===== src/rtl/core_uart_apb_pkg.sv =====
// Shared definitions for core_uart_apb: APB register offsets, parity encoding,
// transmit/receive state enums and small parity/format helpers.
package core_uart_apb_pkg;

    localparam logic [4:0] AddrTxdata = 5'h00;
    localparam logic [4:0] AddrRxdata = 5'h04;
    localparam logic [4:0] AddrCtrl1  = 5'h08;
    localparam logic [4:0] AddrCtrl2  = 5'h0C;
    localparam logic [4:0] AddrStatus = 5'h10;
    localparam logic [4:0] AddrCtrl3  = 5'h14;

    typedef enum logic [1:0] {
        ParNone = 2'd0,
        ParEven = 2'd1,
        ParOdd  = 2'd2
    } parity_e;

    typedef enum logic [2:0] {
        TxIdle, TxStart, TxData, TxParity, TxStop
    } tx_state_e;

    typedef enum logic [2:0] {
        RxHunt, RxStart, RxData, RxParity, RxStop, RxDelay, RxWaitHigh
    } rx_state_e;

    // Parity bit that makes the frame's count of ones even (odd=0) or odd (odd=1).
    function automatic logic parity_bit(input logic [7:0] data, input logic bit8,
                                        input logic odd);
        return (^(bit8 ? data : {1'b0, data[6:0]})) ^ odd;
    endfunction

    // Index of the last data bit for the selected width.
    function automatic logic [2:0] last_bit(input logic bit8);
        return bit8 ? 3'd7 : 3'd6;
    endfunction

endpackage


===== src/rtl/uart_baud_gen.sv =====
// x16 oversampling tick generator.
// Ports: clk, rst (async, active-high); baud = divisor (period baud+1 clocks);
// frctn/frctn_en = fractional eighths; tick = one-clock pulse per oversample period.
module uart_baud_gen (
    input  logic        clk,
    input  logic        rst,
    input  logic [12:0] baud,
    input  logic [2:0]  frctn,
    input  logic        frctn_en,
    output logic        tick
);

    logic [12:0] cnt_q;
    logic [2:0]  idx_q;
    logic        ext_q;
    logic        stretch;

    // The first frctn ticks of every group of eight hold at zero for one extra clock.
    assign stretch = frctn_en && (idx_q < frctn) && !ext_q;
    assign tick    = (cnt_q == 13'd0) && !stretch;

    always_ff @(posedge clk or posedge rst) begin
        if (rst) begin
            cnt_q <= '0;
            idx_q <= '0;
            ext_q <= 1'b0;
        end else if (cnt_q == 13'd0) begin
            if (stretch) begin
                ext_q <= 1'b1;
            end else begin
                cnt_q <= baud;
                idx_q <= idx_q + 3'd1;
                ext_q <= 1'b0;
            end
        end else begin
            cnt_q <= cnt_q - 13'd1;
        end
    end

endmodule


===== src/rtl/core_uart_apb.sv =====
// APB3 slave UART with single-byte TX/RX holding registers, programmable baud,
// parity/framing/overflow detection.
// Ports: PCLK, PRESETN (async, active-high); APB PSEL/PENABLE/PWRITE/PADDR/PWDATA,
// PRDATA (combinational), PREADY=1, PSLVERR=0; registered status flags
// TXRDY/RXRDY/PARITY_ERR/FRAMING_ERR/OVERFLOW; serial RX in, TX out (idles high).
module core_uart_apb import core_uart_apb_pkg::*; #(
    parameter int unsigned BAUD_VALUE        = 1,
    parameter int unsigned BAUD_VAL_FRCTN    = 0,
    parameter int unsigned BAUD_VAL_FRCTN_EN = 0,
    parameter int unsigned FIXEDMODE         = 0,
    parameter int unsigned PRG_BIT8          = 1,
    parameter int unsigned PRG_PARITY        = 0,
    parameter int unsigned RX_LEGACY_MODE    = 0
) (
    input  logic       PCLK,
    input  logic       PRESETN,
    input  logic       PSEL,
    input  logic       PENABLE,
    input  logic       PWRITE,
    input  logic [4:0] PADDR,
    input  logic [7:0] PWDATA,
    output logic [7:0] PRDATA,
    output logic       PREADY,
    output logic       PSLVERR,
    output logic       TXRDY,
    output logic       RXRDY,
    output logic       PARITY_ERR,
    output logic       FRAMING_ERR,
    output logic       OVERFLOW,
    input  logic       RX,
    output logic       TX
);

    localparam logic [12:0] BaudInit  = 13'(BAUD_VALUE);
    localparam logic [2:0]  FrctnInit = 3'(BAUD_VAL_FRCTN);
    localparam logic        Bit8Init  = (PRG_BIT8 != 0);
    localparam logic        ParInit   = (PRG_PARITY != 0);
    localparam logic        OddInit   = (PRG_PARITY == 32'(ParOdd));
    localparam logic        Fixed     = (FIXEDMODE != 0);

    logic        wr_en, rd_en, rd_rx, tick, frctn_en;
    logic [12:0] baud_q, baud_eff;
    logic [2:0]  frctn_q, frctn_eff;
    logic        bit8_q, par_en_q, odd_q, bit8_eff, par_en_eff, odd_eff;

    tx_state_e   tx_state_q, tx_state_d;
    logic [3:0]  tx_cnt_q, tx_cnt_d;
    logic [2:0]  tx_bit_q, tx_bit_d;
    logic [7:0]  tx_data_q, tx_data_d, hold_q, hold_d;
    logic        tx_bit8_q, tx_bit8_d, tx_par_en_q, tx_par_en_d, tx_par_q, tx_par_d;
    logic        tx_q, tx_d, txrdy_q, txrdy_d;

    rx_state_e   rx_state_q, rx_state_d;
    logic [3:0]  rx_cnt_q, rx_cnt_d;
    logic [2:0]  rx_bit_q, rx_bit_d;
    logic [7:0]  rx_shift_q, rx_shift_d, rxdata_q, rxdata_d;
    logic        rx_perr_q, rx_perr_d, rx_ferr_q, rx_ferr_d, commit;
    logic        rx_m_q, rx_s, rx_prev_q;
    logic        rxrdy_q, rxrdy_d, perr_q, perr_d, ferr_q, ferr_d, ovf_q, ovf_d;

    assign wr_en  = PSEL & PENABLE & PWRITE;
    assign rd_en  = PSEL & PENABLE & ~PWRITE;
    assign rd_rx  = rd_en && (PADDR == AddrRxdata);

    assign baud_eff   = Fixed ? BaudInit  : baud_q;
    assign frctn_eff  = Fixed ? FrctnInit : frctn_q;
    assign bit8_eff   = Fixed ? Bit8Init  : bit8_q;
    assign par_en_eff = Fixed ? ParInit   : par_en_q;
    assign odd_eff    = Fixed ? OddInit   : odd_q;
    assign frctn_en   = (BAUD_VAL_FRCTN_EN != 0);

    uart_baud_gen u_baud_gen (
        .clk      (PCLK),
        .rst      (PRESETN),
        .baud     (baud_eff),
        .frctn    (frctn_eff),
        .frctn_en (frctn_en),
        .tick     (tick)
    );

    // Transmitter: loads the holding byte on a tick so every bit lasts exactly 16 ticks.
    // The frame format is latched at load so later CTRL writes do not corrupt it.
    always_comb begin
        tx_state_d  = tx_state_q;
        tx_cnt_d    = tx_cnt_q;
        tx_bit_d    = tx_bit_q;
        tx_data_d   = tx_data_q;
        tx_bit8_d   = tx_bit8_q;
        tx_par_en_d = tx_par_en_q;
        tx_par_d    = tx_par_q;
        tx_d        = tx_q;
        hold_d      = hold_q;
        txrdy_d     = txrdy_q;
        if (wr_en && (PADDR == AddrTxdata) && txrdy_q) begin
            hold_d  = PWDATA;
            txrdy_d = 1'b0;
        end
        if (tick) begin
            tx_cnt_d = tx_cnt_q + 4'd1;
            unique case (tx_state_q)
                TxIdle: begin
                    tx_cnt_d = '0;
                    if (!txrdy_q) begin
                        tx_data_d   = hold_q;
                        txrdy_d     = 1'b1;
                        tx_bit8_d   = bit8_eff;
                        tx_par_en_d = par_en_eff;
                        tx_par_d    = parity_bit(hold_q, bit8_eff, odd_eff);
                        tx_state_d  = TxStart;
                        tx_d        = 1'b0;
                    end
                end
                TxStart: if (tx_cnt_q == 4'd15) begin
                    tx_state_d = TxData;
                    tx_bit_d   = '0;
                    tx_d       = tx_data_q[0];
                end
                TxData: if (tx_cnt_q == 4'd15) begin
                    if (tx_bit_q == last_bit(tx_bit8_q)) begin
                        tx_state_d = tx_par_en_q ? TxParity : TxStop;
                        tx_d       = tx_par_en_q ? tx_par_q : 1'b1;
                    end else begin
                        tx_bit_d = tx_bit_q + 3'd1;
                        tx_d     = tx_data_q[tx_bit_d];
                    end
                end
                TxParity: if (tx_cnt_q == 4'd15) begin
                    tx_state_d = TxStop;
                    tx_d       = 1'b1;
                end
                TxStop: if (tx_cnt_q == 4'd15) begin
                    tx_state_d = TxIdle;
                    tx_d       = 1'b1;
                end
                default: tx_state_d = TxIdle;
            endcase
        end
    end

    // Receiver: start bit verified at tick 8, then one sample per 16 ticks.
    always_comb begin
        rx_state_d = rx_state_q;
        rx_cnt_d   = tick ? rx_cnt_q + 4'd1 : rx_cnt_q;
        rx_bit_d   = rx_bit_q;
        rx_shift_d = rx_shift_q;
        rx_perr_d  = rx_perr_q;
        rx_ferr_d  = rx_ferr_q;
        commit     = 1'b0;
        unique case (rx_state_q)
            RxHunt: begin
                rx_cnt_d = '0;
                if (rx_prev_q && !rx_s) rx_state_d = RxStart;
            end
            RxStart: if (tick && rx_cnt_q == 4'd7) begin
                rx_cnt_d = '0;
                if (rx_s) begin
                    rx_state_d = RxHunt;
                end else begin
                    rx_state_d = RxData;
                    rx_bit_d   = '0;
                    rx_shift_d = '0;
                    rx_perr_d  = 1'b0;
                    rx_ferr_d  = 1'b0;
                end
            end
            RxData: if (tick && rx_cnt_q == 4'd15) begin
                rx_shift_d[rx_bit_q] = rx_s;
                if (rx_bit_q == last_bit(bit8_eff)) begin
                    rx_state_d = par_en_eff ? RxParity : RxStop;
                end else begin
                    rx_bit_d = rx_bit_q + 3'd1;
                end
            end
            RxParity: if (tick && rx_cnt_q == 4'd15) begin
                rx_perr_d  = rx_s != parity_bit(rx_shift_q, bit8_eff, odd_eff);
                rx_state_d = RxStop;
            end
            RxStop: if (tick && rx_cnt_q == 4'd15) begin
                rx_ferr_d = !rx_s;
                if (RX_LEGACY_MODE != 0) begin
                    rx_state_d = RxDelay;
                end else begin
                    commit     = 1'b1;
                    rx_state_d = rx_s ? RxHunt : RxWaitHigh;
                end
            end
            RxDelay: if (tick && rx_cnt_q == 4'd7) begin
                commit     = 1'b1;
                rx_state_d = rx_ferr_q ? RxWaitHigh : RxHunt;
            end
            RxWaitHigh: if (rx_s) rx_state_d = RxHunt;
            default: rx_state_d = RxHunt;
        endcase
    end

    // Status flags: an RXDATA read clears them; a set in the same cycle wins.
    always_comb begin
        rxrdy_d  = rxrdy_q & ~rd_rx;
        perr_d   = perr_q & ~rd_rx;
        ferr_d   = ferr_q & ~rd_rx;
        ovf_d    = ovf_q & ~rd_rx;
        rxdata_d = rxdata_q;
        if (commit) begin
            if (rxrdy_q) begin
                ovf_d = 1'b1;
            end else begin
                rxdata_d = rx_shift_d;
                rxrdy_d  = 1'b1;
                perr_d   = perr_d | rx_perr_d;
                ferr_d   = ferr_d | rx_ferr_d;
            end
        end
    end

    always_ff @(posedge PCLK or posedge PRESETN) begin
        if (PRESETN) begin
            baud_q      <= BaudInit;
            frctn_q     <= FrctnInit;
            bit8_q      <= Bit8Init;
            par_en_q    <= ParInit;
            odd_q       <= OddInit;
            tx_state_q  <= TxIdle;
            tx_cnt_q    <= '0;
            tx_bit_q    <= '0;
            tx_data_q   <= '0;
            tx_bit8_q   <= 1'b1;
            tx_par_en_q <= 1'b0;
            tx_par_q    <= 1'b0;
            tx_q        <= 1'b1;
            hold_q      <= '0;
            txrdy_q     <= 1'b1;
            rx_state_q  <= RxHunt;
            rx_cnt_q    <= '0;
            rx_bit_q    <= '0;
            rx_shift_q  <= '0;
            rx_perr_q   <= 1'b0;
            rx_ferr_q   <= 1'b0;
            rx_m_q      <= 1'b1;
            rx_s        <= 1'b1;
            rx_prev_q   <= 1'b1;
            rxdata_q    <= '0;
            rxrdy_q     <= 1'b0;
            perr_q      <= 1'b0;
            ferr_q      <= 1'b0;
            ovf_q       <= 1'b0;
        end else begin
            if (wr_en) begin
                case (PADDR)
                    AddrCtrl1: baud_q[7:0] <= PWDATA;
                    AddrCtrl2: begin
                        baud_q[12:8] <= PWDATA[7:3];
                        odd_q        <= PWDATA[2];
                        par_en_q     <= PWDATA[1];
                        bit8_q       <= PWDATA[0];
                    end
                    AddrCtrl3: frctn_q <= PWDATA[2:0];
                    default: ;
                endcase
            end
            tx_state_q  <= tx_state_d;
            tx_cnt_q    <= tx_cnt_d;
            tx_bit_q    <= tx_bit_d;
            tx_data_q   <= tx_data_d;
            tx_bit8_q   <= tx_bit8_d;
            tx_par_en_q <= tx_par_en_d;
            tx_par_q    <= tx_par_d;
            tx_q        <= tx_d;
            hold_q      <= hold_d;
            txrdy_q     <= txrdy_d;
            rx_state_q  <= rx_state_d;
            rx_cnt_q    <= rx_cnt_d;
            rx_bit_q    <= rx_bit_d;
            rx_shift_q  <= rx_shift_d;
            rx_perr_q   <= rx_perr_d;
            rx_ferr_q   <= rx_ferr_d;
            rx_m_q      <= RX;
            rx_s        <= rx_m_q;
            rx_prev_q   <= rx_s;
            rxdata_q    <= rxdata_d;
            rxrdy_q     <= rxrdy_d;
            perr_q      <= perr_d;
            ferr_q      <= ferr_d;
            ovf_q       <= ovf_d;
        end
    end

    always_comb begin
        PRDATA = '0;
        if (PSEL) begin
            case (PADDR)
                AddrRxdata: PRDATA = rxdata_q;
                AddrCtrl1:  PRDATA = Fixed ? 8'h00 : baud_q[7:0];
                AddrCtrl2:  PRDATA = Fixed ? 8'h00 : {baud_q[12:8], odd_q, par_en_q, bit8_q};
                AddrStatus: PRDATA = {3'b0, ferr_q, ovf_q, perr_q, rxrdy_q, txrdy_q};
                AddrCtrl3:  PRDATA = Fixed ? 8'h00 : {5'b0, frctn_q};
                default:    PRDATA = '0;
            endcase
        end
    end

    assign PREADY      = 1'b1;
    assign PSLVERR     = 1'b0;
    assign TX          = tx_q;
    assign TXRDY       = txrdy_q;
    assign RXRDY       = rxrdy_q;
    assign PARITY_ERR  = perr_q;
    assign FRAMING_ERR = ferr_q;
    assign OVERFLOW    = ovf_q;

endmodule


===== config.mk =====
export PLATFORM = sky130hd
export DESIGN_NAME = core_uart_apb
export DESIGN_NICKNAME = d
export VERILOG_FILES = /design/src/rtl/core_uart_apb_pkg.sv /design/src/rtl/uart_baud_gen.sv /design/src/rtl/core_uart_apb.sv
export SDC_FILE = /design/constraint.sdc
export NUM_CORES = 1
export LEC_CHECK = 0
export ABC_AREA = 0
export CAP_MARGIN = 20
export CORE_MARGIN = 4
export CORE_UTILIZATION = 35
export CTS_CLUSTER_DIAMETER = 150
export DETAILED_ROUTE_END_ITERATION = 12
export PLACE_DENSITY_LB_ADDON = 0.3
export SLEW_MARGIN = 20
export SYNTH_ARGS = -nofsm -noshare
export SYNTH_HDL_FRONTEND = slang
export SYNTH_SLANG_ARGS = --single-unit
export TNS_END_PERCENT = 20

===== constraint.sdc =====
create_clock -name PCLK -period 3.5 [get_ports PCLK]
set_clock_uncertainty 0.2 [all_clocks]
set_input_delay 0.7 -clock PCLK [delete_from_list [all_inputs] [get_ports PCLK]]
set_output_delay 0.7 -clock PCLK [all_outputs]
set_load 0.05 [all_outputs]

==> flow_summary.json <==
{
  "p_leak_uw": 0.00254,
  "dr.pass1.iters": 5,
  "outcome": "complete, no violations",
  "holdCritPathClass": "reg -> reg",
  "max_freq_mhz": 301,
  "grt_pass1_wl_um": 20000,
  "p_switching_uw": 1010,
  "final_cells": 699,
  "clk_pin_slew_ns": 0.07,
  "start_util_pct": 36.2,
  "cp_data_required_time_ns": 2.60,
  "synthCells": 482,
  "hpwl_um": 8760,
  "endpoint_kind": "output port",
  "post-route-period-util_pct": 94.9,
  "fin_crit_ns": 3.32,
  "gr-total-overflow": 0,
  "cts-buffers-inserted": 9,
  "hold_viol_final": 0,
  "yosysSeqAreaShare_pct": 48.3,
  "yosysWarnings": 0,
  "combPwrFrac_pct": 22.0,
  "cts_resized": 0,
  "vdd_drop_max_uv": 228,
  "switching_share_pct": 32.0,
  "synthesis.area_um2": 5100,
  "ctsHoldBuffers": 0,
  "grt_start_max_net_pins": 46,
  "layout.nets": 538,
  "grt_pass1_vias": 3875,
  "drv_cap": 0,
  "ys_types": 60,
  "route.detailed.drc": 0,
  "io_pins": 35,
  "synthFlopType": "dfrtp_1",
  "tritoncts": "yes",
  "htree_levels": 3,
  "dp.cells": 683,
  "clockRootBuffer": "clkbuf_16",
  "power.density_nw_per_um2": 525,
  "fin_tns_setup_ns": 0,
  "power.internal_uw": 2160,
  "final_common_cell": "dfrtp_1",
  "insertedDiodeCount": 0,
  "drt_iter0_markers": 251,
  "synth_seq_cells": 98,
  "placed_area_um2": 5730,
  "dieArea_um2": 16600,
  "wirelength_um": 12000,
  "detail-route-antenna-nets": 0,
  "clock_latency_ns": 0.34,
  "grtUsageTotal_pct": 15.0,
  "postSynthAreaPerCell_um2": 10.6,
  "async_reset_ff_share_pct": 100,
  "clockPowerShare_pct": 32.0,
  "antenna_found_initial": 0,
  "drive_above_1_share_pct": 21.2,
  "cts_max_path_buffers": 2,
  "final_area_um2": 6040,
  "crit_arrival_ns": 2.42,
  "power_uw": 3170,
  "drv_slew": 0,
  "detail_route.wl_per_cell_um": 17.1,
  "path_class": "in -> out",
  "io_buffers": 32,
  "num_rows": 43,
  "tightest_slew_ns": 0.586,
  "pwr-share-seq_pct": 46.0,
  "post_cts_buffers": 0,
  "area_growth_pct": 18.4,
  "gp_congestion": 0.880,
  "whs_ns": 0.158,
  "rsz0062_at_grt": "false",
  "clock_sinks": 98,
  "coreArea_um2": 14100,
  "synth_edf_count": 0,
  "viasPerCell": 5.49,
  "die_h_um": 129,
  "startpoint_type": "input pin",
  "setup_viol": 0,
  "via_count": 3841,
  "syn_nets": 506,
  "critPathMaxFanout": 10,
  "mostFrequentLayoutCells": "90 x dfrtp_1, 52 x mux2_2, 47 x nand2_1",
  "relSlewSlack_pct": 60.8,
  "die_x_um": 129
}
## cell usage after synthesis, types with 5 or more instances
cell,n,area (µm²)
dfrtp_1,90,2250
mux2_2,52,586
nand2_1,47,176
o21ai_0,35,175
nor2_1,34,128
xnor2_1,25,219
nand3_1,22,110
nor3_1,14,70.1
clkbuf_1,13,48.8
a21oi_1,10,50.1
inv_1,10,37.5
dfstp_2,8,210
xor2_1,8,70.1
or3_1,7,43.8
a222oi_1,6,60.1
nand2b_1,6,37.5
o211ai_1,6,45.0
ha_1,5,62.6
nand4_1,5,31.3
## logic make-up (layout without fill, tap and decap cells)
kind of cell    Yosys count  count (layout)  synth area share [%]
compound gates           90              90                  12.6
xor+xnor                 33              33                  5.67
fa+ha+maj                 5               5                  1.23
buf+inv                  30              67                  2.50
flops                    98              98                  48.3
mux                      57              57                  13.0
other cells               2               2                 0.147
simple gates            167             167                  16.6
## worst max-delay path, stage by stage
cell	delay, ns
clkdlybuf4s50_1	0.70
nor3_1	0.11
and2_2	0.28
a222oi_1	0.33
nor2_1	0.13
buf_12	0.17
## final cells by class
cell class / count / area, µm²
fillers: 1338 / 8060
multi-input cells: 354 / 2530
flip-flops and latches: 98 / 2460
repair buffers: 41 / 480
clock buffers: 11 / 243
well taps: 180 / 225
clock inverters: 5 / 60.1
inverters: 10 / 40.0
## worst paths after layout
| check | end | start | slack [ns] | cells after the start |
|---|---|---|---|---|
| setup / recovery | PRDATA[2] | PADDR[4] | 0.18 | 6 |
| hold / removal | rx_s | rx_m_q | 0.16 | 0 |
| setup reg to reg | tx_data_q[7] | u_baud_gen.cnt_q[10] | 0.75 | 6 |
| hold reg to reg | rx_s | rx_m_q | 0.16 | 0 |
| max in group asynchronous | rx_prev_q | PRESETN | 1.82 | 3 |
| min in group asynchronous | odd_eff | PRESETN | 0.57 | 2 |
## through the flow
step | worst slack (ns) | utilization, %
floorplan | 0.0512 | -
global placement | 0.156 | 40.6
detailed placement | 0.0959 | 40.6
CTS | 0.0691 | 42.8
global route | 0.0492 | 42.8
finish | 0.180 | 42.8
## registers in the layout, summed over array words and instances, names as in the netlist, 4 cells and up
name              cells
tx_cnt_q              4
rxdata_q              8
rx_shift_q            8
hold_q                8
rx_cnt_q              4
tx_data_q             8
baud_eff             13
u_baud_gen.cnt_q     13
## power by group through the flow
stage	sequential, µW	combinational [µW]	clock, µW
global route	1480	777	1080
finish	1460	696	1010
global placement	1470	676	0
CTS	1460	701	1030
detailed placement	1480	693	0
floorplan	1410	558	0
## layer usage
metal,vias to the layer above,track usage (%),wire (µm)
met2,82,23.4,5520
met3,13,2.74,451
li1,1823,-,-
met1,1923,21.0,5760
met4,0,5.19,227
met5,-,0,0
Note: power is estimated with default switching activity, not from simulation.
